**src/rtl/rle_pkg.sv**
```systemverilog
// Shared types for the run-length tokenizer: default run length width,
// token layout and tokenizer FSM states.
package rle_pkg;

  localparam int DEFAULT_LEN_W = 13;

  // Token layout {sof, eol, bit, len}; the top packs vectors in this order
  // so a LEN_W-parameterised instance keeps the same field ordering.
  typedef struct packed {
    logic                     sof;
    logic                     eol;
    logic                     value;
    logic [DEFAULT_LEN_W-1:0] len;
  } token_t;

  typedef enum logic [1:0] {
    IDLE,
    RUN,
    FLUSH
  } state_t;

endpackage

```
**src/rtl/rle_token_fifo.sv**
```systemverilog
// Show-ahead token FIFO with registered storage and an occupancy level;
// full and empty are derived from the level, pointers wrap modulo DEPTH.
module rle_token_fifo #(
  parameter int WIDTH = 16,
  parameter int DEPTH = 8
) (
  input  logic                       clk,
  input  logic                       reset,
  input  logic                       push,
  input  logic [WIDTH-1:0]           push_data,
  input  logic                       pop,
  output logic [WIDTH-1:0]           head,
  output logic                       valid,
  output logic [$clog2(DEPTH):0]     level
);

  localparam int AW = $clog2(DEPTH);
  localparam logic [AW:0] FULL_LVL = (AW+1)'(DEPTH);

  logic [WIDTH-1:0] mem [DEPTH];
  logic [AW-1:0]    wr_ptr;
  logic [AW-1:0]    rd_ptr;
  logic             do_push;
  logic             do_pop;

  assign do_push = push && (level != FULL_LVL);
  assign do_pop  = pop && (level != '0);
  assign valid   = (level != '0);
  assign head    = mem[rd_ptr];

  always_ff @(posedge clk) begin
    if (do_push) mem[wr_ptr] <= push_data;
  end

  always_ff @(posedge clk) begin
    if (reset) begin
      wr_ptr <= '0;
      rd_ptr <= '0;
      level  <= '0;
    end else begin
      if (do_push) wr_ptr <= wr_ptr + 1'b1;
      if (do_pop)  rd_ptr <= rd_ptr + 1'b1;
      if (do_push && !do_pop)      level <= level + 1'b1;
      else if (do_pop && !do_push) level <= level - 1'b1;
    end
  end

endmodule

```
**src/rtl/rle_run_tokenizer.sv**
```systemverilog
// Turns a 1-bit-per-pixel mask stream into {bit, len, sof, eol} run tokens
// and queues them in a show-ahead FIFO with valid/ready output.
module rle_run_tokenizer
  import rle_pkg::*;
#(
  parameter int LEN_W = DEFAULT_LEN_W,
  parameter int DEPTH = 8
) (
  input  logic                      CLK,
  input  logic                      reset,
  input  logic                      in_valid,
  input  logic                      in_bit,
  input  logic                      in_sof,
  input  logic                      in_eol,
  output logic                      in_ready,
  output logic                      tok_valid,
  input  logic                      tok_ready,
  output logic                      tok_bit,
  output logic [LEN_W-1:0]          tok_len,
  output logic                      tok_sof,
  output logic                      tok_eol,
  output logic [$clog2(DEPTH):0]    fifo_level
);

  localparam int LVL_W = $clog2(DEPTH) + 1;
  localparam int TOK_W = LEN_W + 3;
  localparam logic [LEN_W-1:0] MAX_LEN  = '1;
  localparam logic [LVL_W-1:0] FULL_LVL = LVL_W'(DEPTH);

  state_t           state, state_next;
  logic             run_bit, run_bit_next;
  logic             run_sof, run_sof_next;
  logic [LEN_W-1:0] count, count_next;
  logic [TOK_W-1:0] pend, pend_next;
  logic [TOK_W-1:0] push_data, head;
  logic             push, accept, close_old, start_new, fifo_room;

  assign fifo_room = (fifo_level < FULL_LVL);
  assign in_ready  = !reset && (state != FLUSH) && fifo_room;
  assign accept    = in_valid && in_ready;
  assign close_old = accept && (state == RUN) &&
                     ((in_bit != run_bit) || (count == MAX_LEN) || in_sof);
  assign start_new = (state != RUN) || close_old;

  // A mid-line sof closes the old run with eol set; an eol pixel that also
  // closed a run leaves its own token pending for FLUSH (one write per cycle).
  always_comb begin
    state_next   = state;
    run_bit_next = run_bit;
    run_sof_next = run_sof;
    count_next   = count;
    pend_next    = pend;
    push         = 1'b0;
    push_data    = '0;
    case (state)
      FLUSH: begin
        if (fifo_room) begin
          push       = 1'b1;
          push_data  = pend;
          state_next = IDLE;
        end
      end
      default: begin
        if (accept) begin
          run_bit_next = in_bit;
          run_sof_next = start_new ? in_sof : run_sof;
          count_next   = start_new ? LEN_W'(1) : count + 1'b1;
          state_next   = RUN;
          if (close_old) begin
            push      = 1'b1;
            push_data = {run_sof, in_sof, run_bit, count};
          end
          if (in_eol) begin
            if (close_old) begin
              pend_next  = {run_sof_next, 1'b1, in_bit, count_next};
              state_next = FLUSH;
            end else begin
              push       = 1'b1;
              push_data  = {run_sof_next, 1'b1, in_bit, count_next};
              state_next = IDLE;
            end
          end
        end
      end
    endcase
  end

  always_ff @(posedge CLK) begin
    if (reset) begin
      state   <= IDLE;
      run_bit <= 1'b0;
      run_sof <= 1'b0;
      count   <= '0;
      pend    <= '0;
    end else begin
      state   <= state_next;
      run_bit <= run_bit_next;
      run_sof <= run_sof_next;
      count   <= count_next;
      pend    <= pend_next;
    end
  end

  rle_token_fifo #(
    .WIDTH(TOK_W),
    .DEPTH(DEPTH)
  ) u_fifo (
    .clk      (CLK),
    .reset    (reset),
    .push     (push),
    .push_data(push_data),
    .pop      (tok_ready),
    .head     (head),
    .valid    (tok_valid),
    .level    (fifo_level)
  );

  assign {tok_sof, tok_eol, tok_bit, tok_len} = head;

endmodule

```
**config.mk**
```make
export PLATFORM = sky130hd
export DESIGN_NAME = rle_run_tokenizer
export DESIGN_NICKNAME = d
export VERILOG_FILES = /design/src/rtl/rle_pkg.sv /design/src/rtl/rle_token_fifo.sv /design/src/rtl/rle_run_tokenizer.sv
export SDC_FILE = /design/constraint.sdc
export NUM_CORES = 1
export LEC_CHECK = 0
export ABC_CLOCK_PERIOD_IN_PS = 5300
export CAP_MARGIN = 20
export CORE_MARGIN = 4
export CORE_UTILIZATION = 45
export CTS_CLUSTER_DIAMETER = 100
export DETAILED_ROUTE_END_ITERATION = 8
export MAX_ROUTING_LAYER = met4
export SLEW_MARGIN = 20
export SYNTH_ARGS = -nofsm -noshare
export SYNTH_HDL_FRONTEND = slang
export SYNTH_SLANG_ARGS = --single-unit
```
**constraint.sdc**
```tcl
create_clock -name CLK -period 5.3 [get_ports CLK]
set_input_delay 0.53 -clock CLK [delete_from_list [all_inputs] [get_ports CLK]]
set_output_delay 0.53 -clock CLK [all_outputs]
set_load 0.1 [all_outputs]
```
# Yosys cells after proc, flatten, opt, wreduce, memory -nomap -nowiden
# Memory sizes are Yosys's and may differ from the RTL's. A register that Yosys moved wholly into a read port is not among the register bits.
# Cells that the tools add are included.
[totals]
reg_bits = 43
latchBits = 0
ramBits = 128
mem_bits_ro = 0
in_bits = 7
output_inout_bits = 22
elab_cells = 70
n_memories = 1
[op_classes]
add_sub_neg = 5
multipliers = 0
div = 0
order_cmp = 1
eq_ne = 8
shifts = 0
n_mux = 25
bitwise = 1
reduce_logical = 21
[mem_list]
columns = ["memory", "words", "word_bits", "read_ports", "rd_ports_with_merged_regs", "write_ports", "line_no", "text"]
rows = [
  ["u_fifo.mem", 8, 16, 1, 1, 1, "rle_token_fifo.sv:20", "logic [WIDTH-1:0] mem [DEPTH];"],
]
[ops]
columns = ["operator", "count"]
rows = [
  ["16-bit two-way mux", 6],
  ["13-bit by 1-bit adder with 13-bit output, second input constant", 1],
  ["13-bit == test, second input constant", 1],
  ["13-bit two-way mux", 1],
  ["2-bit two-way mux", 5],
  ["1-bit logical AND", 9],
  ["1-bit two-way mux", 9],
  ["4-bit two-way mux", 2],
  ["3-bit by 1-bit adder with 3-bit output, second input constant", 2],
  ["3-bit two-way mux", 2],
  ["4-bit by 1-bit adder with 4-bit output, second input constant", 1],
  ["4-bit less-than comparator, second input constant", 1],
  ["2-bit inequality test, second input constant", 2],
  ["4-bit inequality test, second input constant", 1],
  ["2-bit AND reduction", 2],
  ["4-bit AND reduction", 1],
  ["2-bit nonzero test", 2],
  ["4-bit nonzero test", 1],
  ["4-bit by 1-bit subtractor with 4-bit output, second input constant", 1],
  ["1-bit zero test", 3],
  ["1-bit logical OR", 3],
  ["2-bit by 1-bit == test with 1-bit output, second input constant", 1],
  ["2-bit == test, second input constant", 1],
  ["2-bit by 1-bit inequality test with 1-bit output, second input constant", 1],
  ["other kinds (2)", 2],
]

# Logic depth before layout (Yosys ltp)
# Gate-level depths: netlist of the first run.
[depth]
ltp_word = 16
depth_mapped = 14
ltp_nobuf = 14

# Hierarchy
# From an unflattened synthesis of the first run, not the netlist that was laid out.
[unflattened]
cells_unflattened = 499
hier_area_um2 = 7414.6
[modules_own_cells]
columns = ["module", "n_inst", "cells_per_inst", "area_each_um2", "seq_area_each_um2"]
rows = [
  ["rle_token_fifo", 1, 257, 5442.7, 4103.9],
  ["rle_run_tokenizer", 1, 242, 1971.9, 660.6],
]

# Worst setup path before layout of the first run
# Ideal clock, no wire load.
[synth_path]
kind = "register to register"
startpoint = "reg u_fifo.level[3]"
endpoint = "mem u_fifo.mem[4][0], enable pin"
setup_ns = 0.436
arrival_time_ns = 3.514
required_ns = 4.864
setup_slack_ns = 1.349
stages_incl_launch_ff = 7
path_buffers = 1
synth_period_minus_slack_ns = 3.951
path_cell_list = "dfxtp_1 > buf_6 > nor3b_1 > nand2_1 > a21oi_2 > nor3_2 > nor4b_1"
[synth_between]
elab_chain_len = 13
word_cells_on_any_way = 15
classes_between = "order compare: 1; eq/ne: 1; mux: 8; reduce/logical: 5"
[synth_rtl]
columns = ["element", "line_no", "text"]
rows = [
  ["start: declaration", "rle_token_fifo.sv:14", "output logic [$clog2(DEPTH):0] level"],
  ["start signal: assignment", "rle_token_fifo.sv:43", "if (do_push && !do_pop) level <= level + 1'b1;"],
  ["start signal: assignment", "rle_token_fifo.sv:44", "else if (do_pop && !do_push) level <= level - 1'b1;"],
  ["4-bit less-than comparator", "rle_run_tokenizer.sv:38", "assign fifo_room = (fifo_level < FULL_LVL);"],
  ["1-bit logical AND", "rle_run_tokenizer.sv:39", "assign in_ready = !reset && (state != FLUSH) && fifo_room;"],
  ["1-bit logical AND", "rle_run_tokenizer.sv:40", "assign accept = in_valid && in_ready;"],
  ["1-bit logical AND (2 in a row)", "rle_run_tokenizer.sv:41", "assign close_old = accept && (state == RUN) &&"],
  ["1-bit two-way mux", "rle_run_tokenizer.sv:69", "if (close_old) begin"],
  ["1-bit two-way mux", "rle_run_tokenizer.sv:74", "if (close_old) begin"],
  ["1-bit two-way mux", "rle_run_tokenizer.sv:73", "if (in_eol) begin"],
  ["1-bit two-way mux", "rle_run_tokenizer.sv:64", "if (accept) begin"],
  ["1-bit two-way mux", "rle_run_tokenizer.sv:55", "case (state)"],
  ["1-bit logical AND *", "rle_token_fifo.sv:26", "assign do_push = push && (level != FULL_LVL);"],
  ["1-bit two-way mux *", "rle_token_fifo.sv:32", "if (do_push) mem[wr_ptr] <= push_data;"],
  ["1-bit two-way mux (not written as such) *", "rle_token_fifo.sv:32", ""],
  ["end: declaration", "rle_token_fifo.sv:20", ""],
]
# Every way passes the cells marked *; elsewhere a longest branch is shown, timed or not.

==> results of run 1 <==
## cell type report
type | instances | area (um^2)
inverters | 6 | 22.52
multi-input cells | 285 | 2387
well taps | 216 | 270.3
flip-flops and latches | 174 | 4766
clock inverters | 14 | 116.4
repair buffers | 43 | 392.9
clock buffers | 17 | 425.4
fillers | 1291 | 7447
## routing by layer
layer	wire length (um)	share of wire
met5	0	0
met4	167	0.012
met3	505	0.036
met2	6908	0.49
met1	6642	0.47
## how the worst max path moves through the flow
stage	end	slack (ps)	cells past startpoint
after global routing	u_fifo.level[3]	1100	14
after CTS	tok_len[1]	1220	4
final	tok_len[1]	1340	4
after global placement	u_fifo.level[3]	1230	15
after detailed placement	u_fifo.level[3]	1130	15
after floorplan	u_fifo.mem[4][0]	1350	6
## layout by cell type, fill, tap and decap left out, drive strengths merged, types with 4 or more instances in the layout
master | synthesis | layout
or4 | 4 | 4
nor2 | 34 | 34
nand4 | 4 | 4
inv | 6 | 11
a21oi | 17 | 17
a31oi | 14 | 14
clkbuf | 17 | 17
nand2 | 40 | 40
nand2b | 4 | 4
nand3 | 12 | 12
buf | 10 | 15
dfxtp | 46 | 46
edfxtp | 128 | 128
mux2 | 16 | 16
xor2 | 4 | 4
clkinv | 0 | 6
and2 | 15 | 15
mux4 | 32 | 32
nor3b | 5 | 5
clkdlybuf4s50 | 0 | 28
xnor2 | 4 | 4
and4 | 4 | 4
ha | 6 | 6
o21ai | 14 | 14
a32oi | 4 | 4
nor4 | 5 | 5
nor3 | 7 | 7
## kinds of logic after synthesis
family / after synthesis / share of synthesized area
mux: 50 / 0.1268
buf+inv: 33 / 0.02050
flops: 174 / 0.6561
simple gates: 147 / 0.1073
xor+xnor: 8 / 0.009648
fa+ha+maj: 7 / 0.01309
compound gates: 73 / 0.06651
## flip-flops by register name, summed over array words and instances (netlist names), named ones only
signal         cells
count             13
pend              16
run_bit            1
run_sof            1
state              2
u_fifo.level       4
u_fifo.mem       128
u_fifo.rd_ptr      3
u_fifo.wr_ptr      3
## metrics by stage
| step | power (uW) | cells |
|---|---|---|
| 2_1_floorplan | 2485 | 492 |
| 3_3_place_gp | 2710 | 724 |
| 3_5_place_dp | 2720 | 724 |
| 4_1_cts | 3874 | 755 |
| 5_1_grt | 3982 | 755 |
| 6_report | 3827 | 755 |
## power by group through the flow
stage	Clock [uW]	Sequential, uW	Combinational (uW)
after floorplan	0	1640	849
after global placement	0	1610	1090
after detailed placement	0	1620	1100
after CTS	1180	1590	1110
after global routing	1230	1600	1150
final	1150	1580	1090
==> flow_metrics.py, run 1 <==
metrics = {
    "power": {
        "clkPwrFrac": 0.301,
        "peakVddDrop_mv": 0.2784,
        "power.switching_uw": 1326,
        "p_comb_frac": 0.286,
        "pwr-share-seq": 0.413,
        "power_density_nw_per_um2": 456.7,
        "switching_share": 0.3464,
        "p_leak_uw": 0.002735,
        "p_int_uw": 2502,
    },
    "clock_tree": {
        "worstSkewPairLatency_ps": 420,
        "path_clk_slew_ps": 60,
        "cts_tree": "done",
        "cts_made_buffers": 17,
        "cts-hold-fix-buffers": 0,
        "cts.sinks": 174,
        "post_cts_resize_count": 0,
        "clock-root-buffer": "clkbuf_16",
        "cts_max_level": 4,
        "clock_path_buffers": 2,
        "post-cts-setup-buffers": 0,
    },
    "critical_path": {
        "worstSetupEndpointType": "output port",
        "path_class": "register to output port",
        "critPathMaxStageDelay_ps": 970,
        "r2r_cells": 14,
        "r2r_end": "u_fifo.level[3]",
        "critPathLaunchType": "register",
        "worst-path-buf-inv": 2,
        "regToRegSetupSlack_ps": 1480,
        "cpMaxStageDelayCell": "clkdlybuf4s50_1",
        "critPathTopFamily": "buffers and inverters",
        "required_ps": 4770,
        "path_cells": "buf_4 > mux4_2 > mux2_2 > clkdlybuf4s50_1",
        "rr_startpoint": "count[0]",
        "path_max_fanout": 25,
        "crit_arrival_ps": 3430,
    },
    "detailed_routing": {
        "detail_route.wirelength_um": 14220,
        "wl_per_cell_um": 18.84,
        "vias": 4168,
        "first_pass_iters": 4,
        "drcViolationCount": 0,
        "drt_first_iter_violations": 276,
        "antenna_left": 0,
        "viasPerCell": 5.521,
    },
    "placed_design": {
        "dpl_cell_area_um2": 7839,
        "gp_congestion": 0.8779,
        "hpwlAfterDp_um": 9134,
        "pre_cts_slack_ps": 1131,
        "port_buffers": 28,
    },
    "global_routing": {
        "met3_usage": 0.04359,
        "use_met1": 0.2278,
        "grt-ovfl-total": 0,
        "antenna_found_initial": 0,
        "grt_use_met2": 0.2671,
        "first_global_vias": 4075,
        "grtUsageTotal": 0.1721,
        "top_usage_layer": "met2",
        "grt_pass1_wl_um": 23030,
        "grt_max_degree": 33,
    },
    "die": {
        "die_area_um2": 18230,
        "core_area_um2": 15830,
        "start_util": 0.4588,
        "row_count": 46,
        "ioPinCount": 29,
        "die_height_um": 135.0,
        "die_w_um": 135.0,
    },
    "synthesis": {
        "async_flop_share": 0,
        "yosys_warnings": 0,
        "ys_dominant_reg_cell": "edfxtp_1",
        "synth_edf_count": 128,
        "syn_area_um2": 7262,
        "synth-seq-cells": 174,
        "netlist_top_cells_count": "128 x edfxtp_1, 46 x dfxtp_1, 40 x nand2_1",
        "yosys.area.top_type": "edfxtp_1",
        "synth.avg_cell_area_um2": 14.76,
        "synthCells": 492,
        "netlist_top_cells_area": "edfxtp_1 53%, dfxtp_1 13%, mux4_2 9.9%",
        "synth_top_area_share": 0.5293,
        "seq_area_frac_synth": 0.6561,
        "syn-num-nets": 506,
        "synth_cell_type_count": 61,
        "yosysMostFrequentCell": "edfxtp_1",
    },
    "min_path": {
        "whs_path_depth": 1,
        "hold_path_class": "register to register",
        "worstHoldEndpoint": "pend[7]",
        "hp-start": "pend[7]",
    },
    "cells_and_area": {
        "fin_util": 0.5295,
        "drive_above_1_share": 0.2022,
        "syn_to_final_growth_pct": 15.40,
        "nets": 541,
        "diodes": 0,
        "post-route-cell-area_um2": 8381,
    },
    "timing": {
        "fin_ws_ps": 1336,
        "fin_worst_skew_ps": 6.593,
        "slew_headroom": 0.2806,
        "hold_slack_ps": 463.8,
        "rsz0062_at_grt": "no",
        "tns_ps": 0,
        "setup_violations": 0,
        "finalMaxSlewViolations": 0,
        "post-route-period-util": 0.7480,
        "hold_viol_final": 0,
        "max_freq_ghz": 0.2522,
        "fin_crit_ps": 3964,
        "worstMarginPinSlew_ps": 1068,
    },
    "outcome": {
        "outcome": "completed",
    },
    "run": {
        "maxCapViolCount": 0,
    },
}
Note: power is estimated with default switching activity, not from simulation.
==> run 2: changes to the inputs <==
ABC_CLOCK_PERIOD_IN_PS = 3280   (was 5300)
clock period = 3.28 ns   (was 5.3 ns; I/O delays follow)
==> run 2 against run 1 <==
Compared with the run above:
- final area is 1.4% higher
- critical path depth is 10 higher
- power is 62% higher
- register-to-register slack worse by 1300 ps
- global-route usage is 0.49 points higher
- sequential cell count stayed put
- worst hold slack worse by 7.8 ps
- die area stayed put
- clock-buffer cell count is 1 higher
- largest power group unchanged
- highest routed layer unchanged
==> flow_metrics.py, run 2 (synthesis results as in run 1) <==
metrics = {
    "cells_and_area": {
        "layout_common_cells": "128 x edfxtp_1, 49 x buf_4, 44 x dfxtp_1",
        "largestRegisters": "u_fifo.mem (128), pend (16), count (13)",
        "layout_commonest_cell": "edfxtp_1",
        "nets": 558,
        "diodes": 0,
        "drive_above_1_share": 0.2639,
        "syn_to_final_growth_pct": 17.06,
        "fin_cells": 773,
        "fin_util": 0.5371,
        "largest_register": "u_fifo.mem",
        "largest_reg_flops": 128,
    },
    "critical_path": {
        "worst-path-buf-inv": 2,
        "path_max_fanout": 6,
        "cpMaxStageDelayCell": "dfxtp_1",
        "critPathTopFamily": "simple AND/OR/NAND/NOR gates",
        "crit_arrival_ps": 3420,
        "required_ps": 3640,
        "critPathMaxStageDelay_ps": 390,
        "critPathLaunchType": "register",
        "path_cells": "ha_2 > and3_2 > nand4_1 > a21oi_2 > nor3_4 > inv_2 > ha_1 > inv_1 > ha_1 > a21o_1 > a21oi_1 > xnor2_1 > or3_1 > a21oi_1",
        "worstSetupEndpointType": "register",
        "path_class": "register to register",
    },
    "clock_tree": {
        "worstSkewPairLatency_ps": 420,
        "clock-root-buffer": "clkbuf_16",
        "clock_path_buffers": 2,
        "cts_made_buffers": 17,
        "cts_tree": "done",
        "cts_max_level": 4,
        "path_clk_slew_ps": 60,
        "cts.sinks": 174,
    },
    "timing": {
        "finalMaxSlewViolations": 0,
        "rsz0062_at_grt": "no",
        "max_freq_ghz": 0.3260,
        "hold_slack_ps": 456.0,
        "fin_worst_skew_ps": 6.148,
        "slew_headroom": 0.2538,
        "post-route-period-util": 0.9351,
        "tns_ps": 0,
        "fin_crit_ps": 3067,
        "worstMarginPinSlew_ps": 1108,
        "hold_viol_final": 0,
        "setup_violations": 0,
    },
    "power": {
        "power_density_nw_per_um2": 729.3,
        "peakVddDrop_mv": 0.4635,
        "p_leak_uw": 0.002841,
    },
    "outcome": {
        "outcome": "completed",
    },
    "global_routing": {
        "grt-ovfl-total": 0,
        "grt_max_degree": 33,
        "first_global_vias": 4362,
        "grtUsageTotal": 0.1770,
        "antenna_found_initial": 0,
        "grt_pass1_wl_um": 23530,
    },
    "die": {
        "die_height_um": 135.0,
        "ioPinCount": 29,
        "row_count": 46,
        "die_area_um2": 18230,
        "core_area_um2": 15830,
        "start_util": 0.4588,
        "die_w_um": 135.0,
    },
    "detailed_routing": {
        "drcViolationCount": 0,
        "drt_first_iter_violations": 289,
        "vias": 4256,
        "antenna_left": 0,
        "detail_route.wirelength_um": 14450,
        "viasPerCell": 5.506,
        "first_pass_iters": 4,
        "wl_per_cell_um": 18.69,
    },
    "placed_design": {
        "placed_cells": 740,
        "port_buffers": 28,
        "gp_congestion": 0.8203,
        "hpwlAfterDp_um": 9222,
    },
    "run": {
        "maxCapViolCount": 0,
    },
    "min_path": {
        "hold_path_class": "register to register",
    },
}
==> run 2: cell types whose count changed in the layout (fill, tap and decap cells not counted), sizes merged <==
cell           previous run  this run
clkdlybuf4s50            28        10
inv                      11         6
clkinvlp                  2         4
buf                      15        50
clkinv                    6         8
clkbuf                   17        18
bufinv                    1         2
==> run 2: final cells by class <==
| cell class | instances | area [um^2] |
|---|---|---|
| sequential | 174 | 4767 |
| multi-input combinational | 285 | 2397 |
| clock inverter | 14 | 126.4 |
| tap | 216 | 270.3 |
| inverter | 6 | 22.52 |
| timing repair buffer | 60 | 488.0 |
| fill | 1294 | 7327 |
| clock buffer | 18 | 429.2 |
==> run 2: report_power, final <==
group	switching (uW)	leakage [uW]	internal (uW)
Clock	777	0.000262	1100
Sequential	64.7	0.00154	2420
Combinational	1260	0.00104	577
Total	2100	0.00284	4100
==> run 2: metal layers <==
layer / vias up / global-route usage / wire length, um
li1: 2024 / - / -
met1: 2088 / 0.2360 / 6643
met2: 121 / 0.2690 / 6890
met3: 23 / 0.03875 / 640
met4: 0 / 0.06719 / 276
met5: - / - / 0
==> run 2: path summary, 6_finish.rpt <==
check	from	to	slack [ps]	cells past startpoint
max	count[1]	u_fifo.level[3]	210	14
min	pend[4]	pend[4]	460	1
max reg2reg	count[1]	u_fifo.level[3]	210	14
min reg2reg	pend[4]	pend[4]	460	1
==> run 2: stage by stage <==
| stage | instance area (um^2) | setup slack [ps] | total power, uW |
|---|---|---|---|
| after floorplan | 7267 | -670.5 | 4015 |
| after global placement | 7926 | 97.17 | 4376 |
| final | 8501 | 212.9 | 6200 |
| after CTS | 8482 | 14.42 | 6272 |
| after detailed placement | 7926 | -18.39 | 4386 |
| after global routing | 8501 | 4.418 | 6472 |
==> run 2: repair_timing <==
item | in CTS | in global routing
setup buffers | 0 | 1
gates resized for setup | 0 | 4
setup endpoints to repair | 0 | 1
hold buffers | 0 | 0
==> run 3: changes to the inputs <==
PLACE_DENSITY = 0.76   (was not set)
==> run 3 against run 2 <==
Compared with the run above:
- critical path depth did not move
- via count rose by 2.4%
- worst hold slack improved by 2.1 ps
- core utilization fell by 0.071 points
- sequential share of layout area rose by 0.060 points
- critical path type unchanged
==> flow_metrics.py, run 3 (synthesis results as in run 1) <==
metrics = {
    "outcome": {
        "outcome": "completed",
    },
    "die": {
        "die_w_um": 135.0,
        "die_area_um2": 18230,
        "start_util": 0.4588,
        "row_count": 46,
        "core_area_um2": 15830,
        "die_height_um": 135.0,
        "ioPinCount": 29,
    },
    "critical_path": {
        "path_max_fanout": 7,
        "crit_arrival_ps": 3440,
        "required_ps": 3640,
        "r2r_end": "u_fifo.level[3]",
        "startpoint": "count[0]",
        "worstSetupEndpointType": "register",
        "path_class": "register to register",
        "rr_startpoint": "count[0]",
        "regToRegSetupSlack_ps": 200,
        "r2r_cells": 14,
        "critPathLaunchType": "register",
    },
    "power": {
        "power.switching_uw": 2150,
        "switching_share": 0.3450,
        "power_density_nw_per_um2": 734.3,
        "pwr-share-seq": 0.406,
        "clkPwrFrac": 0.305,
        "total_power_uw": 6234,
        "p_int_uw": 4083,
        "p_comb_frac": 0.289,
        "peakVddDrop_mv": 0.3804,
        "p_leak_uw": 0.002847,
    },
    "timing": {
        "worstMarginPinSlew_ps": 1091,
        "fin_worst_skew_ps": 7.778,
        "hold_viol_final": 0,
        "max_freq_ghz": 0.3251,
        "post-route-period-util": 0.9379,
        "fin_crit_ps": 3076,
        "setup_violations": 0,
        "slew_headroom": 0.2652,
        "fin_ws_ps": 203.7,
        "finalMaxSlewViolations": 0,
        "rsz0062_at_grt": "no",
        "tns_ps": 0,
    },
    "placed_design": {
        "placed_cells": 739,
        "port_buffers": 28,
        "gp_congestion": 0.8563,
        "hpwlAfterDp_um": 9430,
        "pre_cts_slack_ps": -72.00,
    },
    "clock_tree": {
        "path_clk_slew_ps": 60,
        "worstSkewPairLatency_ps": 430,
        "cts.sinks": 174,
        "post_cts_resize_count": 0,
        "cts_made_buffers": 17,
        "post-cts-setup-buffers": 0,
        "clock-root-buffer": "clkbuf_16",
        "cts-hold-fix-buffers": 0,
        "cts_max_level": 4,
        "clock_path_buffers": 2,
        "cts_tree": "done",
    },
    "min_path": {
        "hp-start": "pend[5]",
        "hold_path_class": "register to register",
        "worstHoldEndpoint": "pend[5]",
        "whs_path_depth": 1,
    },
    "detailed_routing": {
        "drt_first_iter_violations": 317,
        "first_pass_iters": 5,
        "vias": 4358,
        "wl_per_cell_um": 19.46,
        "drcViolationCount": 0,
        "viasPerCell": 5.652,
        "detail_route.wirelength_um": 15010,
        "antenna_left": 0,
    },
    "global_routing": {
        "grt-ovfl-total": 0,
        "grt_pass1_wl_um": 24000,
        "antenna_found_initial": 0,
        "grt_max_degree": 33,
        "grtUsageTotal": 0.1800,
        "first_global_vias": 4475,
    },
    "cells_and_area": {
        "fin_util": 0.5364,
        "largestRegisters": "u_fifo.mem (128), pend (16), count (13)",
        "diodes": 0,
        "drive_above_1_share": 0.2613,
        "nets": 556,
        "largest_reg_flops": 128,
        "largest_register": "u_fifo.mem",
        "layout_common_cells": "128 x edfxtp_1, 47 x buf_4, 45 x dfxtp_1",
        "syn_to_final_growth_pct": 16.90,
        "layout_commonest_cell": "edfxtp_1",
        "nFillCells": 1292,
        "fin_cells": 771,
    },
    "run": {
        "maxCapViolCount": 0,
    },
}
==> run 3: power by group through the flow <==
stage / logic [uW] / clock network (uW) / registers, uW
2_1_floorplan: 1370 / 0 / 2640
3_3_place_gp: 1790 / 0 / 2570
3_5_place_dp: 1810 / 0 / 2580
4_1_cts: 1820 / 1930 / 2530
5_1_grt: 1890 / 2040 / 2550
6_report: 1800 / 1900 / 2530
==> run 3: metrics by stage <==
stage | hold WS, ps | area (um^2)
floorplan | 429.6 | 7267
global placement | 443.1 | 7919
detailed placement | 443.5 | 7919
CTS | 462.5 | 8483
global route | 482.8 | 8489
finish | 458.1 | 8489
==> run 3: worst max-delay path by stage <==
stage / end / slack, ps / depth (start not counted)
finish: u_fifo.level[3] / 200 / 14
CTS: u_fifo.level[3] / 70 / 14
detailed placement: u_fifo.level[3] / -70 / 14
global route: u_fifo.level[3] / 30 / 14
global placement: u_fifo.level[3] / 90 / 14
floorplan: u_fifo.mem[4][0] / -670 / 6
==> run 3: cell type report <==
cell class,count,area [um^2],share of cell area
Sequential cell,174,4766,0.5614
Multi-Input combinational cell,285,2394,0.2819
Timing Repair Buffer,58,473.0,0.05571
Clock buffer,21,460.4,0.05424
Tap cell,216,270.3,0.03183
Clock inverter,11,103.9,0.01223
Inverter,6,22.52,0.002653
==> run 3: worst max-delay path: stages, from the launching register on <==
cell,delay (ps)
dfxtp_1,370
ha_1,230
and3_1,230
nand4_1,160
a21oi_2,100
nor3_4,300
inv_2,120
ha_1,230
inv_1,130
ha_1,250
a21o_1,180
a21oi_1,160
xnor2_1,100
or3_1,320
a21oi_1,140
==> run 3: per-layer routing <==
layer  global-route usage  part of all wire  up-vias
met5                    -                 0        -
met4              0.06103             0.016        0
met3              0.04434             0.053       23
met2               0.2827              0.49      149
li1                     -                 -     2018
met1               0.2321              0.44     2168
